===== src/rtl/ps2_rx_ctrl.sv =====
// PS/2 device-to-host receive controller.
// Synchronises and deglitches the PS/2 pins, detects falling clock edges and
// walks the 11-bit frame (start, D0..D7, odd parity, stop), delivering one
// byte per good frame plus one-cycle error pulses.
module ps2_rx_ctrl #(
  parameter int SYNC_STAGES    = 2,
  parameter int FILTER_LEN     = 8,
  parameter int TIMEOUT_W      = 17,
  parameter int TIMEOUT_CYCLES = 100000
) (
  input  logic       clk,
  input  logic       rst,
  input  logic       en,
  input  logic       ps2_clk,
  input  logic       ps2_data,
  output logic [7:0] rx_data,
  output logic       rx_valid,
  output logic       parity_err,
  output logic       frame_err,
  output logic       timeout_err,
  output logic       busy
);

  localparam int FCNT_W = (FILTER_LEN > 1) ? $clog2(FILTER_LEN) : 1;

  typedef enum logic [1:0] {IDLE, DATA, PARITY, STOP} state_t;

  logic [SYNC_STAGES-1:0] clk_sync_reg;
  logic [SYNC_STAGES-1:0] data_sync_reg;
  logic                   clk_s;
  logic                   data_s;

  logic                   clk_f_reg;
  logic [FCNT_W-1:0]      filt_cnt_reg;
  logic                   differ;
  logic                   filt_load;
  logic                   fall_evt;

  state_t                 state_reg, state_next;
  logic [7:0]             shift_reg, shift_next;
  logic [3:0]             bit_cnt_reg, bit_cnt_next;
  logic                   parity_reg, parity_next;
  logic [TIMEOUT_W-1:0]   timer_reg, timer_next;
  logic [7:0]             rx_data_reg, rx_data_next;
  logic                   valid_reg, valid_next;
  logic                   perr_reg, perr_next;
  logic                   ferr_reg, ferr_next;
  logic                   terr_reg, terr_next;

  // Metastability chains; idle level of both PS/2 lines is high.
  always_ff @(posedge clk or posedge rst) begin
    if (rst) begin
      clk_sync_reg  <= '1;
      data_sync_reg <= '1;
    end else begin
      clk_sync_reg  <= {clk_sync_reg[SYNC_STAGES-2:0], ps2_clk};
      data_sync_reg <= {data_sync_reg[SYNC_STAGES-2:0], ps2_data};
    end
  end

  assign clk_s  = clk_sync_reg[SYNC_STAGES-1];
  assign data_s = data_sync_reg[SYNC_STAGES-1];

  // The filtered clock follows the synchronised clock only once it has
  // disagreed for FILTER_LEN samples in a row; any agreement restarts the run.
  assign differ    = (clk_s != clk_f_reg);
  assign filt_load = differ && (filt_cnt_reg == FCNT_W'(FILTER_LEN - 1));
  assign fall_evt  = filt_load && clk_f_reg;

  // Filtered clock level and run-length counter.
  always_ff @(posedge clk or posedge rst) begin
    if (rst) begin
      clk_f_reg    <= 1'b1;
      filt_cnt_reg <= '0;
    end else if (filt_load) begin
      clk_f_reg    <= clk_s;
      filt_cnt_reg <= '0;
    end else if (differ) begin
      filt_cnt_reg <= filt_cnt_reg + FCNT_W'(1);
    end else begin
      filt_cnt_reg <= '0;
    end
  end

  // Frame state, datapath and registered outputs.
  always_ff @(posedge clk or posedge rst) begin
    if (rst) begin
      state_reg   <= IDLE;
      shift_reg   <= '0;
      bit_cnt_reg <= '0;
      parity_reg  <= 1'b0;
      timer_reg   <= '0;
      rx_data_reg <= '0;
      valid_reg   <= 1'b0;
      perr_reg    <= 1'b0;
      ferr_reg    <= 1'b0;
      terr_reg    <= 1'b0;
    end else begin
      state_reg   <= state_next;
      shift_reg   <= shift_next;
      bit_cnt_reg <= bit_cnt_next;
      parity_reg  <= parity_next;
      timer_reg   <= timer_next;
      rx_data_reg <= rx_data_next;
      valid_reg   <= valid_next;
      perr_reg    <= perr_next;
      ferr_reg    <= ferr_next;
      terr_reg    <= terr_next;
    end
  end

  // Next-state logic: advances on filtered falling edges, aborts on inactivity.
  always_comb begin
    state_next   = state_reg;
    shift_next   = shift_reg;
    bit_cnt_next = bit_cnt_reg;
    parity_next  = parity_reg;
    timer_next   = timer_reg;
    rx_data_next = rx_data_reg;
    valid_next   = 1'b0;
    perr_next    = 1'b0;
    ferr_next    = 1'b0;
    terr_next    = 1'b0;

    if (!en) begin
      // Disabled: drop any frame in progress without reporting it.
      state_next = IDLE;
      timer_next = '0;
    end else begin
      case (state_reg)
        IDLE: begin
          timer_next = '0;
          if (fall_evt && !data_s) begin
            state_next   = DATA;
            shift_next   = '0;
            bit_cnt_next = '0;
          end
        end
        default: begin
          if (fall_evt) begin
            // An edge always beats a coincident timeout.
            timer_next = '0;
            case (state_reg)
              DATA: begin
                shift_next   = {data_s, shift_reg[7:1]};
                bit_cnt_next = bit_cnt_reg + 4'd1;
                if (bit_cnt_reg == 4'd7) state_next = PARITY;
              end
              PARITY: begin
                parity_next = data_s;
                state_next  = STOP;
              end
              STOP: begin
                state_next = IDLE;
                if (data_s && ((^shift_reg) ^ parity_reg)) begin
                  rx_data_next = shift_reg;
                  valid_next   = 1'b1;
                end else begin
                  perr_next = !((^shift_reg) ^ parity_reg);
                  ferr_next = !data_s;
                end
              end
              default: state_next = IDLE;
            endcase
          end else if (timer_reg == TIMEOUT_W'(TIMEOUT_CYCLES - 1)) begin
            state_next = IDLE;
            timer_next = '0;
            terr_next  = 1'b1;
          end else begin
            timer_next = timer_reg + TIMEOUT_W'(1);
          end
        end
      endcase
    end
  end

  assign rx_data     = rx_data_reg;
  assign rx_valid    = valid_reg;
  assign parity_err  = perr_reg;
  assign frame_err   = ferr_reg;
  assign timeout_err = terr_reg;
  assign busy        = (state_reg != IDLE);

endmodule

===== config.mk =====
export PLATFORM = sky130hd
export DESIGN_NAME = ps2_rx_ctrl
export DESIGN_NICKNAME = d
export VERILOG_FILES = /design/src/rtl/ps2_rx_ctrl.sv
export SDC_FILE = /design/constraint.sdc
export NUM_CORES = 1
export LEC_CHECK = 0
export BUFFER_PORTS_ARGS = -buffer_cell sky130_fd_sc_hd__buf_4
export CORE_AREA = 2 2 101 103
export DETAILED_ROUTE_END_ITERATION = 8
export DIE_AREA = 0 0 103 105
export PLACE_DENSITY = 0.45
export SYNTH_ARGS = -nofsm -noshare
export SYNTH_HDL_FRONTEND = slang
export SYNTH_SLANG_ARGS = --single-unit

===== constraint.sdc =====
create_clock -name clk -period 2.8 [get_ports clk]
set_input_delay 0.56 -clock clk [delete_from_list [all_inputs] [get_ports clk]]
set_output_delay 0.56 -clock clk [all_outputs]
set_load 0.01 [all_outputs]

==> results of run 1 <==
## cell type report
type / instances / area [sq um] / share of cell area, %
Tap cell: 133 / 166 / 6.00
Timing Repair Buffer: 20 / 150 / 5.42
Multi-Input combinational cell: 139 / 1020 / 36.9
Clock buffer: 6 / 72.6 / 2.62
Inverter: 5 / 18.8 / 0.677
Sequential cell: 52 / 1310 / 47.2
Clock inverter: 2 / 35.0 / 1.26
## power groups by stage
stage | Sequential (mW) | Clock (mW) | Combinational [mW]
2_1_floorplan | 0.828 | 0 | 0.141
3_3_place_gp | 0.833 | 0 | 0.202
3_5_place_dp | 0.835 | 0 | 0.204
4_1_cts | 0.820 | 0.536 | 0.205
5_1_grt | 0.827 | 0.566 | 0.235
6_report | 0.819 | 0.512 | 0.198
## placed cells by master (no fill, tap or decap), types with 4 or more instances in the layout
| cell type | netlist | final |
|---|---|---|
| a22o_1 | 9 | 9 |
| and2_1 | 4 | 4 |
| and3_1 | 5 | 5 |
| buf_4 | 0 | 20 |
| clkbuf_8 | 0 | 5 |
| dfrtp_1 | 47 | 47 |
| dfstp_2 | 5 | 5 |
| ha_1 | 9 | 9 |
| inv_1 | 5 | 4 |
| mux2_4 | 8 | 8 |
| nand2_1 | 15 | 15 |
| nand3_1 | 7 | 7 |
| nand4_1 | 5 | 5 |
| nor2_1 | 23 | 23 |
| nor3_1 | 5 | 5 |
| o21ai_0 | 4 | 4 |
| xnor2_1 | 10 | 10 |
| xor2_1 | 9 | 9 |
## how the worst max path moves through the flow
| stage | start | end | slack (ps) |
|---|---|---|---|
| 2_1_floorplan | filt_cnt_reg[0] | rx_data[0] | 750 |
| 3_3_place_gp | filt_cnt_reg[0] | rx_data[6] | 510 |
| 3_5_place_dp | filt_cnt_reg[0] | rx_data[6] | 420 |
| 4_1_cts | filt_cnt_reg[0] | rx_data[6] | 420 |
| 5_1_grt | filt_cnt_reg[0] | rx_data[1] | 210 |
| 6_report | filt_cnt_reg[0] | rx_data[6] | 430 |
## cell families after synthesis
group	count (synthesis)	share of synthesized area, %
adders and majority gates	9	4.74
and+or+nand+nor	75	15.6
DFF	52	55.0
AOI/OAI and AO/OA	20	6.26
xor gates and xnor gates	21	8.63
muxes	14	7.74
buffers and inverters	10	2.00
## routing by layer
metal	vias up	part of all wire, %	GRT usage (%)	routed length (um)
met3	4	3.2	2.61	132
met4	0	1.3	2.82	53
met2	19	47	13.4	1930
li1	735	-	-	-
met1	727	49	11.1	2020
met5	-	0	0	0
==> metrics.txt, run 1 <==
status=finished, final reports clean; latest clock arrival within the worst-skew pair=310 ps; count of pins over their slew limit=0; slowest stage delay, CP=570 ps; Synth cell types=35; TNS Setup=0 ps; Worst R2R Setup Slack=430 ps; post-CTS sizing=0; Setup CP Type=register to register; H-Tree Level Count=2; clock share of power=33.5%; hold_buf cts=0; worst reg-to-reg path cell count=6; most instantiated library cell after synthesis=dfrtp_1; number of flops mapped to enable cells by yosys=0; Final WS setup=431 ps; Area growth syn-to-layout=16.6%; die area=0.0108 sq mm; Lkg Pwr=1.26 nW; period utilisation layout=84.6%; Avg Cell Area, Syn=11.8 sq um; endpoints failing setup=0; maxcap violations=0; Avg WL per Cell=11.6 um; Ant. Diodes=0; Die W=103 um; RePlAce Congestion=0.704; Worst Tran Pin Value=996 ps; CTS Buf Count=5; Clock Path Buffers=2; commonest cells in the synthesized netlist=dfrtp_1, nor2_1, nand2_1; Synthesis Warnings=0; clk slew on worst S/H paths=100 ps; worst reg2reg path startpoint=filt_cnt_reg[0]; clock skew=8.07 ps; Crit path top cell by count=ha_1; f_max=0.422 GHz; Placed Area=0.00267 sq mm; non-filler instance count after layout=357; Slew headroom=33.3%; setup bufs post-CTS=0; Via density=4.16; IO Port Bufs=17; DIE HEIGHT=105 um; DR iter-0 viols=41; Top Family by Delay on Critical Path=simple AND/OR/NAND/NOR gates; top cells by area, synth=dfrtp_1, dfstp_2, mux2_4; total power=1.53 mW; core area=0.00964 sq mm; cells after synthesis=201; critical path, cell by cell=ha_1 -> ha_1 -> and3b_1 -> nor2b_1 -> and4_1 -> mux2_4; TritonCTS clock tree=built; Switch Pwr=0.388 mW; max reg flops=17; Placed Cells incl. Taps=349; critical path buffer and inverter count=0; Flop pwr share=53.6%; Residual DRC=0; Reg-to-Reg End=rx_data[6]; Congestion Overflow GR=0; hold slack=179 ps; CP Max Fanout=8; P per Cell Area=552 mW/mm^2; Synth Net Count=215; antenna violations before repair=0; RSZ-0062 raised after global routing=false; global-route wire length before repair=7240 um; HPWL after detailed placement=2950 um; design area=0.00277 sq mm; register area share after synthesis=55.0%; pre-CTS WS=423 ps; num rows=36; leading area contributor after synthesis=dfrtp_1; Initial Util=24.7%; vias in the first global route=1501; Internal Power=1.14 mW; Synth async-reset ratio=100%; Root Driver=clkbuf_8; final antenna-violating net count=0; Critical Path RT=2990 ps; Crit path arrival time=2560 ps; synthesized area=0.00238 sq mm; maximum VDD drop=0.203 mV; pin count of the biggest net entering global routing=25; top cell type's share of synthesized area=49.5%; drt total wl=4140 um; switching power share of the total=25.4%; Startpoint Class=register; vias=1485; Final Hold Fails=0; synthesized flop and latch total=52; Core Util, Final=28.8%; layout cells sized above 1=21.4%; ys flop type=dfrtp_1; All-Layer GR Usage=8.53%; CP Depth=6; Critical-path top delay cell=and4_1; DRT Pass-1 Iters=4; number of top-level pins=18; Hold Path Class=input port to async pin; clk sinks=52; final net count=237; Tmin final=2370 ps; combinational power share=12.9%; fillers=1028; CP Capture Type=register
Note: power is estimated with default switching activity, not from simulation.
==> run 2, diff against run 1 <==
- clock period: 2.8 -> 2.25 ns (I/O delays scaled with it)
==> run 2 against run 1 <==
Against the previous run: global-route usage barely moved; non-clock buffer count rose by 4; worst hold slack got worse by 26 ps; critical path depth did not move; flip-flop and latch count did not move; largest cell class unchanged; highest routed layer unchanged; clock power rose by 25%; maximum frequency rose by 14%.
==> metrics.txt, run 2 (synthesis gave the netlist of run 1 again) <==
post-CTS sizing=0 (unchanged); DIE HEIGHT=105 um (unchanged); Reg-to-Reg End=rx_data[6]; Via density=4.14 (-0.51%); layout cells sized above 1=23.7% (+2.3 points); clk sinks=52 (unchanged); Tmin final=2070 ps (-294 ps); Area growth syn-to-layout=19.2%; Ant. Diodes=0 (unchanged); Internal Power=1.43 mW (+26%); RePlAce Congestion=0.737 (+4.6%); crit path from=shift_reg[5]; Avg WL per Cell=11.4 um (-1.5%); commonest non-fill, non-tap cells in the layout=dfrtp_1, nor2_1, buf_4; maximum VDD drop=0.246 mV (+21%); CP Max Fanout=8 (unchanged); combinational power share=13.5% (+0.6 points); final net count=241 (+1.7%); Clock Path Buffers=2 (unchanged); CP Capture Type=register; core area=0.00964 sq mm (unchanged); antenna violations before repair=0 (unchanged); Initial Util=24.7% (unchanged); H-Tree Level Count=2 (unchanged); status=finished, final reports clean; CTS Buf Count=5 (unchanged); TritonCTS clock tree=built; Switch Pwr=0.488 mW (+26%); count of pins over their slew limit=0 (unchanged); DRT Pass-1 Iters=2 (-2); f_max=0.482 GHz (+14%); pin count of the biggest net entering global routing=32 (+28%); num rows=36 (unchanged); Hold Path Class=input port to async pin; maxcap violations=0 (unchanged); Setup CP Type=register to register; DR iter-0 viols=19 (-54%); switching power share of the total=25.4% (+0.034 points); Worst Setup EP=rx_data[6]; die area=0.0108 sq mm (unchanged); endpoints failing setup=0 (unchanged); vias=1494 (+0.61%); design area=0.00283 sq mm (+2.2%); Residual DRC=0 (unchanged); Placed Area=0.00272 sq mm (+2.1%); latest clock arrival within the worst-skew pair=310 ps (about the same); Flop pwr share=53.0% (-0.6 points); RSZ-0062 raised after global routing=false; number of top-level pins=18 (unchanged); All-Layer GR Usage=8.53% (+0.0090 points); clock share of power=33.4% (about the same); period utilisation layout=92.2% (+7.6 points); TNS Setup=0 ps (unchanged); Congestion Overflow GR=0 (unchanged); Worst Tran Pin Value=537 ps (-459 ps); Crit path arrival time=2280 ps (-280 ps); Worst R2R Setup Slack=180 ps (-260 ps); Die W=103 um (unchanged); worst reg-to-reg path cell count=6 (unchanged); Slew headroom=63.9% (+31 points); clock skew=8.36 ps (+0.296 ps); IO Port Bufs=17 (unchanged); drt total wl=4120 um (-0.41%); hold_buf cts=0 (unchanged); Final Hold Fails=0 (unchanged); Root Driver=clkbuf_8; clk slew on worst S/H paths=100 ps (about the same); worst reg2reg path startpoint=shift_reg[5]; Startpoint Class=register; P per Cell Area=678 mW/mm^2 (+23%); HPWL after detailed placement=2970 um (+0.56%); Critical Path RT=2450 ps (-540 ps); setup bufs post-CTS=0 (unchanged); final antenna-violating net count=0 (unchanged); max reg flops=17 (unchanged); global-route wire length before repair=7210 um (-0.39%); vias in the first global route=1496 (-0.33%); commonest non-fill, non-tap cell in the layout=dfrtp_1; Lkg Pwr=1.29 nW (+2.0%)
run 2: cell types whose count changed in the layout (fill, tap and decap cells not counted):
| cell | change |
|---|---|
| nor2b_1 | -1 |
| nor2b_2 | +1 |
| clkbuf_1 | -1 |
| buf_4 | +2 |
| clkinvlp_4 | +1 |
| buf_12 | +2 |
run 2: metal layers:
| layer | part of all wire [%] | wire (um) | GRT usage [%] | vias up |
|---|---|---|---|---|
| met5 | 0 | 0 | 0 | - |
| met4 | 2.1 | 85 | 3.67 | 0 |
| met3 | 3.6 | 148 | 2.47 | 8 |
| met2 | 45 | 1850 | 12.8 | 16 |
| met1 | 49 | 2040 | 11.4 | 726 |
| li1 | - | - | - | 744 |
run 2: layout make-up:
type                            count  area (sq um)
Clock buffer                        5          68.8
Clock inverter                      3          42.5
Fill cell                        1038          6810
Inverter                            5          18.8
Multi-Input combinational cell    139          1020
Sequential cell                    52          1310
Tap cell                          133           166
Timing Repair Buffer               24           205
run 2: worst min-delay path by stage:
stage | slack (ps) | cells past startpoint | to
detailed placement | 350 | 0 | clk_sync_reg[1]
floorplan | 350 | 0 | clk_sync_reg[1]
CTS | 160 | 2 | state_reg[0]
global placement | 350 | 0 | data_sync_reg[1]
global route | 180 | 2 | filt_cnt_reg[2]
finish | 150 | 2 | timeout_err
run 2: worst max-delay path: stages (launching register included):
cell and delay [ps]:
dfrtp_1 430, xnor2_1 170, xnor3_1 420, xnor2_1 240
and4_1 270, buf_12 150, mux2_4 300
run 2: power groups by stage:
stage | logic [mW] | registers (mW) | clock network, mW
2_1_floorplan | 0.176 | 1.03 | 0
3_3_place_gp | 0.265 | 1.04 | 0
3_5_place_dp | 0.266 | 1.04 | 0
4_1_cts | 0.268 | 1.02 | 0.672
5_1_grt | 0.298 | 1.03 | 0.718
6_report | 0.260 | 1.02 | 0.642
run 2: stage by stage:
step | util, % | power (mW) | std cells | hold slack (ps) | setup slack (ps)
after floorplan | - | 1.21 | 201 | 345 | 202
after global placement | 28.2 | 1.30 | 353 | 347 | 185
after detailed placement | 28.2 | 1.31 | 353 | 349 | 156
after CTS | 29.4 | 1.96 | 361 | 164 | 119
after global routing | 29.4 | 2.04 | 361 | 183 | 54.5
final | 29.4 | 1.92 | 361 | 153 | 176
